## src/rtl/mips_defs.sv

```systemverilog
// Shared MIPS pipeline definitions: exception codes, reset/handler vectors,
// legal instruction-memory window and the bubble instruction word.
package mips_defs;
  localparam logic [4:0]  EXC_NONE       = 5'd0;
  localparam logic [4:0]  EXC_ADEL       = 5'd4;
  localparam logic [31:0] RESET_PC_DEF   = 32'h0000_3000;
  localparam logic [31:0] EXC_ENTRY_DEF  = 32'h0000_4180;
  localparam logic [31:0] IM_LO_DEF      = 32'h0000_3000;
  localparam logic [31:0] IM_HI_DEF      = 32'h0000_6ffc;
  localparam logic [31:0] NOP            = 32'h0000_0000;
endpackage

```

## src/rtl/fetch_stage_if_id_reg.sv

```systemverilog
// F/D pipeline latch.
//   load_en    : capture this cycle (low = hold)
//   bubble     : when loading, insert a NOP bubble whose PCn is bubble_pcn
//   op/pcn/delay/exc_i : normal fetch payload
//   *_o        : registered values to decode
// Synchronous active-high reset.
module if_id_reg
  import mips_defs::*;
#(
  parameter logic [31:0] RESET_PC = RESET_PC_DEF
) (
  input  logic        clk,
  input  logic        reset,
  input  logic        load_en,
  input  logic        bubble,
  input  logic [31:0] bubble_pcn,
  input  logic [31:0] op_i,
  input  logic [31:0] pcn_i,
  input  logic        delay_i,
  input  logic [4:0]  exc_i,
  output logic [31:0] op_o,
  output logic [31:0] pcn_o,
  output logic        delay_o,
  output logic [4:0]  exc_o
);
  logic [31:0] op_q, op_d, pcn_q, pcn_d;
  logic        delay_q, delay_d;
  logic [4:0]  exc_q, exc_d;

  always_comb begin
    op_d    = op_q;
    pcn_d   = pcn_q;
    delay_d = delay_q;
    exc_d   = exc_q;
    if (load_en) begin
      if (bubble) begin
        op_d    = NOP;
        pcn_d   = bubble_pcn;
        delay_d = 1'b0;
        exc_d   = EXC_NONE;
      end else begin
        op_d    = op_i;
        pcn_d   = pcn_i;
        delay_d = delay_i;
        exc_d   = exc_i;
      end
    end
  end

  always_ff @(posedge clk) begin
    if (reset) begin
      op_q    <= NOP;
      pcn_q   <= RESET_PC + 32'd4;
      delay_q <= 1'b0;
      exc_q   <= EXC_NONE;
    end else begin
      op_q    <= op_d;
      pcn_q   <= pcn_d;
      delay_q <= delay_d;
      exc_q   <= exc_d;
    end
  end

  assign op_o    = op_q;
  assign pcn_o   = pcn_q;
  assign delay_o = delay_q;
  assign exc_o   = exc_q;
endmodule

```

## src/rtl/fetch_stage.sv

```systemverilog
// MIPS instruction-fetch stage: owns PC_F, drives instruction memory
// (zero-latency, combinational), and registers the F/D latch.
// Ports: clk/reset (sync, active-high); i_inst_addr/i_inst_rdata to IM;
// stall, req (CP0), br_take_D/br_target_D, eret_D/epc, is_jb_D redirects;
// OP_D_o, PCn_D_o, Delay_D_o, ExcCode_D_o to decode.
// Config macro FETCH_ADEL_EN: enables fetch address-error (AdEL) detection.
// Without it, every fetch is passed through with ExcCode 0.
module fetch_stage
  import mips_defs::*;
#(
  parameter logic [31:0] RESET_PC  = RESET_PC_DEF,
  parameter logic [31:0] EXC_ENTRY = EXC_ENTRY_DEF,
  parameter logic [31:0] IM_LO     = IM_LO_DEF,
  parameter logic [31:0] IM_HI     = IM_HI_DEF
) (
  input  logic        clk,
  input  logic        reset,
  output logic [31:0] i_inst_addr,
  input  logic [31:0] i_inst_rdata,
  input  logic        stall,
  input  logic        req,
  input  logic        br_take_D,
  input  logic [31:0] br_target_D,
  input  logic        eret_D,
  input  logic [31:0] epc,
  input  logic        is_jb_D,
  output logic [31:0] OP_D_o,
  output logic [31:0] PCn_D_o,
  output logic        Delay_D_o,
  output logic [4:0]  ExcCode_D_o
);
  logic [31:0] pc_q, pc_d, pc_plus4, op_f, bub_pcn;
  logic        adel, load_en, bubble;
  logic [4:0]  exc_f;

  assign pc_plus4    = pc_q + 32'd4;  // wraps modulo 2^32
  assign i_inst_addr = pc_q;

`ifdef FETCH_ADEL_EN
  assign adel = (pc_q[1:0] != 2'b00) || (pc_q < IM_LO) || (pc_q > IM_HI);
`else
  assign adel = 1'b0;
`endif

  assign op_f  = adel ? NOP : i_inst_rdata;
  assign exc_f = adel ? EXC_ADEL : EXC_NONE;

  // Redirect priority: req > stall > eret > branch > sequential.
  // Misaligned targets are loaded as-is; the error surfaces on fetch.
  always_comb begin
    pc_d = pc_plus4;
    if (req)            pc_d = EXC_ENTRY;
    else if (stall)     pc_d = pc_q;
    else if (eret_D)    pc_d = epc;
    else if (br_take_D) pc_d = br_target_D;
  end

  // req and eret discard the word in F; a bubble still carries a valid
  // PCn so an interrupt landing on it can recover the macroscopic PC.
  assign load_en = req | ~stall;
  assign bubble  = req | eret_D;
  assign bub_pcn = req ? (EXC_ENTRY + 32'd4) : (epc + 32'd4);

  always_ff @(posedge clk) begin
    if (reset) pc_q <= RESET_PC;
    else       pc_q <= pc_d;
  end

  if_id_reg #(.RESET_PC(RESET_PC)) u_if_id (
    .clk        (clk),
    .reset      (reset),
    .load_en    (load_en),
    .bubble     (bubble),
    .bubble_pcn (bub_pcn),
    .op_i       (op_f),
    .pcn_i      (pc_plus4),
    .delay_i    (is_jb_D),
    .exc_i      (exc_f),
    .op_o       (OP_D_o),
    .pcn_o      (PCn_D_o),
    .delay_o    (Delay_D_o),
    .exc_o      (ExcCode_D_o)
  );
endmodule
```

## config.mk

```make
export PLATFORM = sky130hd
export DESIGN_NAME = fetch_stage
export DESIGN_NICKNAME = d
export VERILOG_FILES = /design/src/rtl/mips_defs.sv /design/src/rtl/fetch_stage_if_id_reg.sv /design/src/rtl/fetch_stage.sv
export SDC_FILE = /design/constraint.sdc
export NUM_CORES = 1
export LEC_CHECK = 0
export CORE_MARGIN = 2
export CORE_UTILIZATION = 30
export CTS_CLUSTER_DIAMETER = 200
export DETAILED_ROUTE_END_ITERATION = 7
export PLACE_DENSITY = 0.6
export SLEW_MARGIN = 10
export SYNTH_ARGS = -nofsm -noshare
export SYNTH_HDL_FRONTEND = slang
export SYNTH_SLANG_ARGS = --single-unit
```

## constraint.sdc

```tcl
create_clock -name clk -period 2.8 [get_ports clk]
set_input_delay 0.56 -clock clk [delete_from_list [all_inputs] [get_ports clk]]
set_output_delay 0.56 -clock clk [all_outputs]
set_load 0.05 [all_outputs]
```

==> flow_metrics.tcl, run 1 <==
set metrics [dict create \
    clk_pin_slew_ns 0.07 \
    drv_slew 0 \
    hold_violations 0 \
    ys_seq_area_share_pct 34.9 \
    synth_edf_count 0 \
    critPathTopFamily "simple AND/OR/NAND/NOR gates" \
    met3_usage_pct 3.76 \
    startpoint_type "flop" \
    cts-root-buf "clkbuf_16" \
    r2r_cells 6 \
    fin_nets 1020 \
    synthDistinctLibCells 61 \
    ir_drop_v 0.000284 \
    swShare_pct 32.1 \
    cts_hold_buf 0 \
    met1_usage_pct 29.6 \
    avgViaCountPerCell 5.42 \
    reg2reg_to "u_if_id.pcn_o[27]$_SDFFE_PP0P_" \
    timing.fmax_mhz 402 \
    postCtsSetupBuffers 0 \
    cts_tree "built" \
    drive_gt1_share_pct 10.2 \
    pin_count 205 \
    num-fill-cells 1797 \
    worstPathRequired_ns 3.02 \
    critPathCaptureType "flop" \
    grt_use_total_pct 21.8 \
    totalWireLength_mm 21.8 \
    powerDensity_nw_per_um2 430 \
    hp-class "flop to flop" \
    clock_latency_ns 0.36 \
    drc 0 \
    path_buf_inv 0 \
    dp_hpwl_mm 16.1 \
    ys_warn_count 0 \
    grt_pass1_wl_mm 33.8 \
    die_area_um2 19700 \
    die_x_um 140 \
    leakage_nw 3.10 \
    worst-setup-path-type "flop to flop" \
    finalSetupTns_ns 0 \
    hold_start "u_if_id.pcn_o[2]$_SDFFE_PP1P_" \
    switchingPower_mw 1.15 \
    ctsResizeCount 0 \
    hold_ws_ns 0.478 \
    setup_viol 0 \
    start_util_pct 30.8 \
    outcome "completed" \
    p_seq_share_pct 41.2 \
    grt_pass1_vias 5843 \
    die_h_um 140 \
    critPathLaunch "i_inst_addr[18]$_SDFFE_PP0N_" \
    cts_buffers 9 \
    gr-usage-met2_pct 35.8 \
    crit_end "u_if_id.pcn_o[27]$_SDFFE_PP0P_" \
    critPathMaxFanout 6 \
    final.min_clock_period_ns 2.48 \
    fin_skew_ns 0.00502 \
    comb_power_share_pct 25.3 \
    synth.top_cell.area_share_pct 34.9 \
    critPathSlowestCell "or4_1" \
    reg2reg_from "i_inst_addr[18]$_SDFFE_PP0N_" \
    detailedRoute.firstIterationViolations 461 \
    syn_inst 706 \
    worstSetupPathDepth 6 \
    regToRegSetupSlack_ns 0.32 \
    clkPwrFrac_pct 33.6 \
    cts.sinks 97 \
    drt_pass1_iterations 5 \
    critPathArrivalTime_ns 2.71 \
    cap_viol_max_count 0 \
    ys_seq_elements 97 \
    path_cells "nand4_2, or4_1, nor4_4, xor2_1, a221oi_1, nor3_2" \
    antenna_left 0 \
    rows 49 \
    gr-max-usage-layer "met2" \
    rsz0062_at_grt "false" \
    synth_area_um2 5570 \
    diodes 0 \
    cell_internal_pwr_mw 2.43 \
    grt_max_degree 59 \
    port_buffers 199 \
    htreeDepth 3 \
    area_delta_synth_final_pct 49.6 \
    fin_crit_sh_pct 88.7 \
    synth_top_area_cell "dfxtp_1" \
    clockBufferDepth 2 \
    gp_congestion 0.900 \
    syn-mean-instance-area_um2 7.89 \
    synth_top_cells_by_area "dfxtp_1, nor2_1, a22oi_1" \
    grt_overflow 0 \
    antenna_found_initial 0 \
    vias 6222 \
    async_flop_share_pct 0 \
    ys.flop_type "dfxtp_1" \
    core_area_um2 18100 \
    slowest_delay_ns 0.81 \
    worstMarginPinSlew_ns 0.648 \
    drt-wirelength-per-cell_um 19.0 \
    slew_headroom_pct 56.8 \
]
-- cell usage in the layout (no fill, tap or decap), types with 20 or more instances in the layout --
master,count
a21oi_1,50
nand4_1,20
dfxtp_1,97
o21ai_0,21
nand3_1,25
nand2_1,60
nor2_1,95
nor3_1,22
clkdlybuf4s50_1,197
xnor2_1,33
buf_4,53
a22oi_1,43
xor2_1,21
-- flip-flops by register name (all words and copies together), names as in the netlist, named ones only --
name / count
i_inst_addr: 30
u_if_id.op_o: 32
u_if_id.pcn_o: 32
u_if_id.delay_o: 1
-- power groups by stage --
stage	sequential [mW]	clock [mW]	combinational, mW
global route	1.48	1.28	0.961
finish	1.48	1.20	0.905
CTS	1.48	1.24	0.904
floorplan	1.69	0	0.301
detailed placement	1.51	0	0.899
global placement	1.51	0	0.903
-- worst min path at each step --
stage          slack [ns]                        endpoint  cells past startpoint
3_5_place_dp         0.46  u_if_id.pcn_o[12]$_SDFFE_PP1P_                      2
3_3_place_gp         0.45   u_if_id.pcn_o[9]$_SDFFE_PP0P_                      2
4_1_cts              0.47     i_inst_addr[8]$_SDFFE_PP0P_                      2
2_1_floorplan        0.69   u_if_id.pcn_o[9]$_SDFFE_PP0P_                      2
6_report             0.48   u_if_id.pcn_o[2]$_SDFFE_PP1P_                      2
5_1_grt              0.50     i_inst_addr[8]$_SDFFE_PP0P_                      2
-- layer usage --
| metal | up-vias | share of wire, % |
|---|---|---|
| met5 | - | 0 |
| met4 | 0 | 1.9 |
| met3 | 32 | 6.6 |
| met2 | 253 | 47 |
| met1 | 2955 | 44 |
| li1 | 2982 | - |
-- final cells by class --
| type | instances | area, um^2 | area share [%] |
|---|---|---|---|
| inverter | 7 | 26.3 | 0.315 |
| tap | 229 | 287 | 3.44 |
| clock inverter | 4 | 28.8 | 0.345 |
| clock buffer | 12 | 246 | 2.96 |
| timing repair buffer | 255 | 2440 | 29.3 |
| sequential | 97 | 1940 | 23.3 |
| multi-input combinational | 545 | 3360 | 40.4 |
-- metrics by stage --
step	utilization [%]	instance area [um^2]	cells	total power, mW	setup WS, ns
6_report	46.1	8330	1149	3.58	0.315
2_1_floorplan	-	5590	710	1.99	0.244
4_1_cts	46.1	8330	1149	3.62	0.332
3_5_place_dp	44.6	8060	1133	2.41	0.123
3_3_place_gp	44.6	8060	1133	2.41	0.187
5_1_grt	46.1	8330	1149	3.73	0.191
-- logic make-up (layout without fill, tap and decap cells) --
logic type      count (synthesis)  in the layout  synth area share, %
flops                          97             97                 34.9
mux                            10             10                 1.82
xor+xnor                       54             54                 8.49
simple gates                  274            274                 25.0
fa+ha+maj                       2              2                0.449
other cells                     1              5               0.0673
buf+inv                        68            278                 5.21
compound gates                200            200                 24.1
-- Yosys cell counts (5+ instances only) --
| cell type | n |
|---|---|
| clkbuf_1 | 43 |
| buf_1 | 5 |
| and3_1 | 5 |
| buf_2 | 7 |
| nand4_1 | 20 |
| and4_1 | 7 |
| o21ai_1 | 16 |
| a221oi_1 | 17 |
| inv_1 | 7 |
| xor2_1 | 21 |
| o21ai_0 | 21 |
| a211oi_1 | 5 |
| a22o_1 | 9 |
| nor4_1 | 6 |
| a21oi_1 | 50 |
| a22oi_1 | 43 |
| mux2i_1 | 9 |
| dfxtp_1 | 97 |
| nand2_1 | 60 |
| o211ai_1 | 6 |
| buf_4 | 5 |
| nand3_1 | 25 |
| o22ai_1 | 6 |
| nor2_1 | 97 |
| xnor2_1 | 33 |
| nor3b_1 | 5 |
| nor3_1 | 22 |
-- worst register-to-register path, stage by stage, from the launching register on --
cell	delay, ns
dfxtp_1	0.48
nand4_2	0.19
or4_1	0.81
nor4_4	0.33
xor2_1	0.15
a221oi_1	0.32
nor3_2	0.07
Note: power is estimated with default switching activity, not from simulation.
==> run 2, diff against run 1 <==
- ABC_AREA: default -> 1
- CTS_BUF_LIST: default -> sky130_fd_sc_hd__clkbuf_4 sky130_fd_sc_hd__clkbuf_8 sky130_fd_sc_hd__clkbuf_16
- PLACE_DENSITY: 0.6 -> 0.59
==> flow_metrics.tcl, run 2 <==
set metrics [dict create \
    drt-wirelength-per-cell_um 17.5 \
    hold_violations 0 \
    fin_nets 1257 \
    hp-class "flop to flop" \
    cts_tree "built" \
    dp_cells 1406 \
    slowest_delay_ns 0.89 \
    finalSetupTns_ns 0 \
    pin_count 205 \
    avgViaCountPerCell 5.04 \
    synth_top_cells_by_area "dfxtp_1, nand2_1, nand3_1" \
    leakage_nw 3.37 \
    grt_max_degree 60 \
    cts.sinks 97 \
    grt_use_total_pct 23.4 \
    startpoint_type "flop" \
    final_core_util_pct 44.2 \
    port_buffers 199 \
    vias 7171 \
    rows 51 \
    regToRegSetupSlack_ns 0.75 \
    cap_viol_max_count 0 \
    critPathArrivalTime_ns 1.78 \
    power.total_mw 3.87 \
    layout_common_cells "nand2_1, clkdlybuf4s50_1, nor2_1" \
    worst-setup-path-type "flop to output pin" \
    critPathMaxFanout 7 \
    start_util_pct 30.5 \
    ys_seq_area_share_pct 32.7 \
    synth.most_common_cell "nand2_1" \
    worstPathRequired_ns 2.24 \
    ys_seq_elements 97 \
    critPathTopFamily "buffers and inverters" \
    core_area_um2 19500 \
    dp_hpwl_mm 19.1 \
    critPathCaptureType "output pin" \
    syn-mean-instance-area_um2 6.13 \
    grt_overflow 0 \
    cts_hold_buf 0 \
    final_common_cell "nand2_1" \
    drt_pass1_iterations 7 \
    num-fill-cells 2063 \
    outcome "completed" \
    ys_warn_count 0 \
    die_h_um 145 \
    timing.fmax_mhz 427 \
    path_cells "clkdlybuf4s50_1" \
    drc 0 \
    ctsResizeCount 0 \
    drv_slew 0 \
    totalWireLength_mm 24.9 \
    synth_top_area_cell "dfxtp_1" \
    synth_edf_count 0 \
    die_x_um 145 \
    clockBufferDepth 2 \
    htreeDepth 3 \
    worst_slack_ns 0.458 \
    diodes 0 \
    postCtsSetupBuffers 0 \
    powerDensity_nw_per_um2 450 \
    rsz0062_at_grt "false" \
    setup_viol 0 \
    detailedRoute.firstIterationViolations 507 \
    antenna_found_initial 0 \
    dpl_worst_slack_ns 0.331 \
    synth_area_um2 5940 \
    synth_commonest_cells "nand2_1, nor2_1, dfxtp_1" \
    fin_crit_sh_pct 83.6 \
    synth.top_cell.area_share_pct 32.7 \
    grt_pass1_vias 6610 \
    syn_inst 969 \
    ys.flop_type "dfxtp_1" \
    die_area_um2 21000 \
    clk_pin_slew_ns 0.08 \
    grt_pass1_wl_mm 36.9 \
    final.min_clock_period_ns 2.34 \
    drive_gt1_share_pct 5.45 \
    fin_skew_ns 0.00865 \
    cts-root-buf "clkbuf_16" \
    cts_buffers 9 \
    ir_drop_v 0.000310 \
    slew_headroom_pct 54.1 \
    async_flop_share_pct 0 \
    clock_latency_ns 0.36 \
    critPathSlowestCell "clkdlybuf4s50_1" \
    area_delta_synth_final_pct 44.6 \
    worstMarginPinSlew_ns 0.687 \
    final_cells 1422 \
    gp_congestion 0.924 \
    synthDistinctLibCells 34 \
    antenna_left 0 \
    path_buf_inv 1 \
]
-- run 2: layer usage --
layer  vias to the layer above  global-route usage (%)  part of all wire, %
met5                         -                       0                    0
met4                         0                    8.58                  2.7
met3                        39                    7.07                   10
met2                       353                    37.9                   45
met1                      3271                    29.4                   42
li1                       3508                       -                    -
-- run 2: report_power, final --
group / leakage (nW) / internal, mW / total, mW / switching, mW
clock: 0.162 / 0.821 / 1.43 / 0.611
combinational: 2.41 / 0.350 / 0.933 / 0.583
sequential: 0.794 / 1.44 / 1.50 / 0.0603
total: 3.37 / 2.61 / 3.87 / 1.25
-- run 2: final timing paths --
path                                  from                             end  cells after the start
max            i_inst_addr[4]$_SDFFE_PP0N_                  i_inst_addr[4]                      1
min          u_if_id.op_o[16]$_SDFFE_PP0P_   u_if_id.op_o[16]$_SDFFE_PP0P_                      2
max reg2reg    i_inst_addr[3]$_SDFFE_PP0N_  u_if_id.pcn_o[16]$_SDFFE_PP0P_                      9
min reg2reg  u_if_id.op_o[16]$_SDFFE_PP0P_   u_if_id.op_o[16]$_SDFFE_PP0P_                      2
-- run 2: kinds of logic after synthesis --
family	share of synthesized area [%]
AND/OR/NAND/NOR	39.3
AO/OA/AOI/OAI	16.1
buffers and inverters	8.67
flip-flops	32.7
XOR/XNOR	2.80
adder cells (fa/ha/maj)	0.421
other	0.0631
-- run 2: cell type report --
class / count / area [um^2] / area share, %
tap: 265 / 332 / 3.86
sequential: 97 / 1940 / 22.6
timing repair buffer: 218 / 2180 / 25.4
clock inverter: 6 / 96.3 / 1.12
multi-input combinational: 749 / 3510 / 40.9
clock buffer: 10 / 239 / 2.78
inverter: 77 / 289 / 3.36
-- run 2: metrics by stage --
| step | hold WS (ns) | area [um^2] |
|---|---|---|
| 3_3_place_gp | 0.451 | 8260 |
| 5_1_grt | 0.487 | 8590 |
| 4_1_cts | 0.468 | 8590 |
| 6_report | 0.465 | 8590 |
| 2_1_floorplan | 0.686 | 5960 |
| 3_5_place_dp | 0.455 | 8260 |
==> run 3, diff against run 2 <==
- PLACE_DENSITY: 0.59 -> 0.61
- clock period: 2.8 -> 2.1 ns (I/O delays scaled with it)
==> flow_metrics.tcl, run 3 (synthesized netlist as in run 2, its figures left out) <==
set metrics [dict create \
    drv_slew 0 \
    avgViaCountPerCell 4.93 \
    die_h_um 145 \
    leakage_nw 3.79 \
    die_area_um2 21000 \
    grt_max_degree 60 \
    critPathTopFamily "buffers and inverters" \
    area_delta_synth_final_pct 53.3 \
    drt-wirelength-per-cell_um 16.9 \
    powerDensity_nw_per_um2 567 \
    gr-max-usage-layer "met2" \
    detailedRoute.firstIterationViolations 481 \
    clock_latency_ns 0.36 \
    totalWireLength_mm 25.2 \
    start_util_pct 30.5 \
    fin_nets 1323 \
    critPathCaptureType "output pin" \
    ir_drop_v 0.000396 \
    multi_input_area_um2 3510 \
    fin_crit_sh_pct 97.6 \
    fin_skew_ns 0.00680 \
    cts-root-buf "clkbuf_16" \
    outcome "completed" \
    slowest_delay_ns 0.84 \
    num-fill-cells 2009 \
    timing.fmax_mhz 488 \
    path_buf_inv 1 \
    htreeDepth 3 \
    worstMarginPinSlew_ns 0.548 \
    met3_usage_pct 7.17 \
    core_area_um2 19500 \
    drive_gt1_share_pct 12.5 \
    antenna_left 0 \
    met1_usage_pct 30.1 \
    cts_tree "built" \
    critPathArrivalTime_ns 1.63 \
    final.min_clock_period_ns 2.05 \
    cts_hold_buf 0 \
    startpoint_type "flop" \
    critPathSlowestCell "clkdlybuf4s50_1" \
    drt_pass1_iterations 5 \
    final_core_util_pct 46.8 \
    dp_hpwl_mm 19.6 \
    clockBufferDepth 2 \
    critPathMaxFanout 4 \
    rsz0062_at_grt "false" \
    clk_pin_slew_ns 0.08 \
    grt_overflow 0 \
    cts.sinks 97 \
    worst-setup-path-type "flop to output pin" \
    pin_count 205 \
    diodes 0 \
    setup_viol 0 \
    cts_buffers 9 \
    final_area_um2 9110 \
    port_buffers 199 \
    path_cells "clkdlybuf4s50_1" \
    gp_congestion 0.988 \
    ctsResizeCount 0 \
    grt_pass1_vias 7034 \
    antenna_found_initial 0 \
    die_x_um 145 \
    rows 51 \
    seq_area_um2 1940 \
    drc 0 \
    vias 7341 \
    place_area_um2 8780 \
    slew_headroom_pct 63.4 \
    gr-usage-met2_pct 39.9 \
    postCtsSetupBuffers 0 \
    hp-class "flop to flop" \
    final_common_cell "nand2_1" \
    worstPathRequired_ns 1.68 \
    cap_viol_max_count 0 \
    grt_pass1_wl_mm 38.5 \
    grt_use_total_pct 24.2 \
    hold_violations 0 \
    layout_common_cells "nand2_1, clkdlybuf4s50_1, nor2_1" \
]
==> run 3: layer usage <==
layer	vias to the layer above	share of wire (%)
met3	41	9.4
met5	-	0
met4	0	2.6
met1	3319	43
met2	342	45
li1	3639	-
==> run 3: power breakdown <==
group	internal, mW	leakage (nW)	total [mW]	switching [mW]
Combinational	0.545	2.84	1.35	0.803
Sequential	1.92	0.794	2.00	0.0797
Clock	0.963	0.158	1.82	0.857
Total	3.43	3.79	5.17	1.74
==> run 3: path summary, 6_finish.rpt <==
kind | startpoint | end | slack [ns] | cells past startpoint
worst max-delay path | i_inst_addr[12]$_SDFFE_PP1P_ | i_inst_addr[12] | 0.05 | 1
worst min-delay path | u_if_id.op_o[25]$_SDFFE_PP0P_ | u_if_id.op_o[25]$_SDFFE_PP0P_ | 0.47 | 2
worst max register to register | i_inst_addr[5]$_SDFFE_PP0N_ | u_if_id.pcn_o[15]$_SDFFE_PP0P_ | 0.27 | 9
worst min register to register | u_if_id.op_o[25]$_SDFFE_PP0P_ | u_if_id.op_o[25]$_SDFFE_PP0P_ | 0.47 | 2
==> run 3: cell type report <==
cell class	instances	area share, %
multi-input combinational	749	38.5
timing repair buffer	284	29.8
sequential	97	21.3
tap	265	3.64
inverter	77	3.17
clock buffer	9	2.47
clock inverter	7	1.10
==> run 3: per-stage QoR <==
stage	setup TNS [ns]	power (mW)	cells	hold slack [ns]	worst slack, ns
2_1_floorplan	0	2.70	973	0.581	0.0681
3_3_place_gp	-0.629	3.38	1472	0.450	-0.107
3_5_place_dp	-0.947	3.38	1472	0.454	-0.121
4_1_cts	0	5.21	1488	0.467	0.0168
5_1_grt	0	5.38	1488	0.481	0.0430
6_report	0	5.17	1488	0.466	0.0494
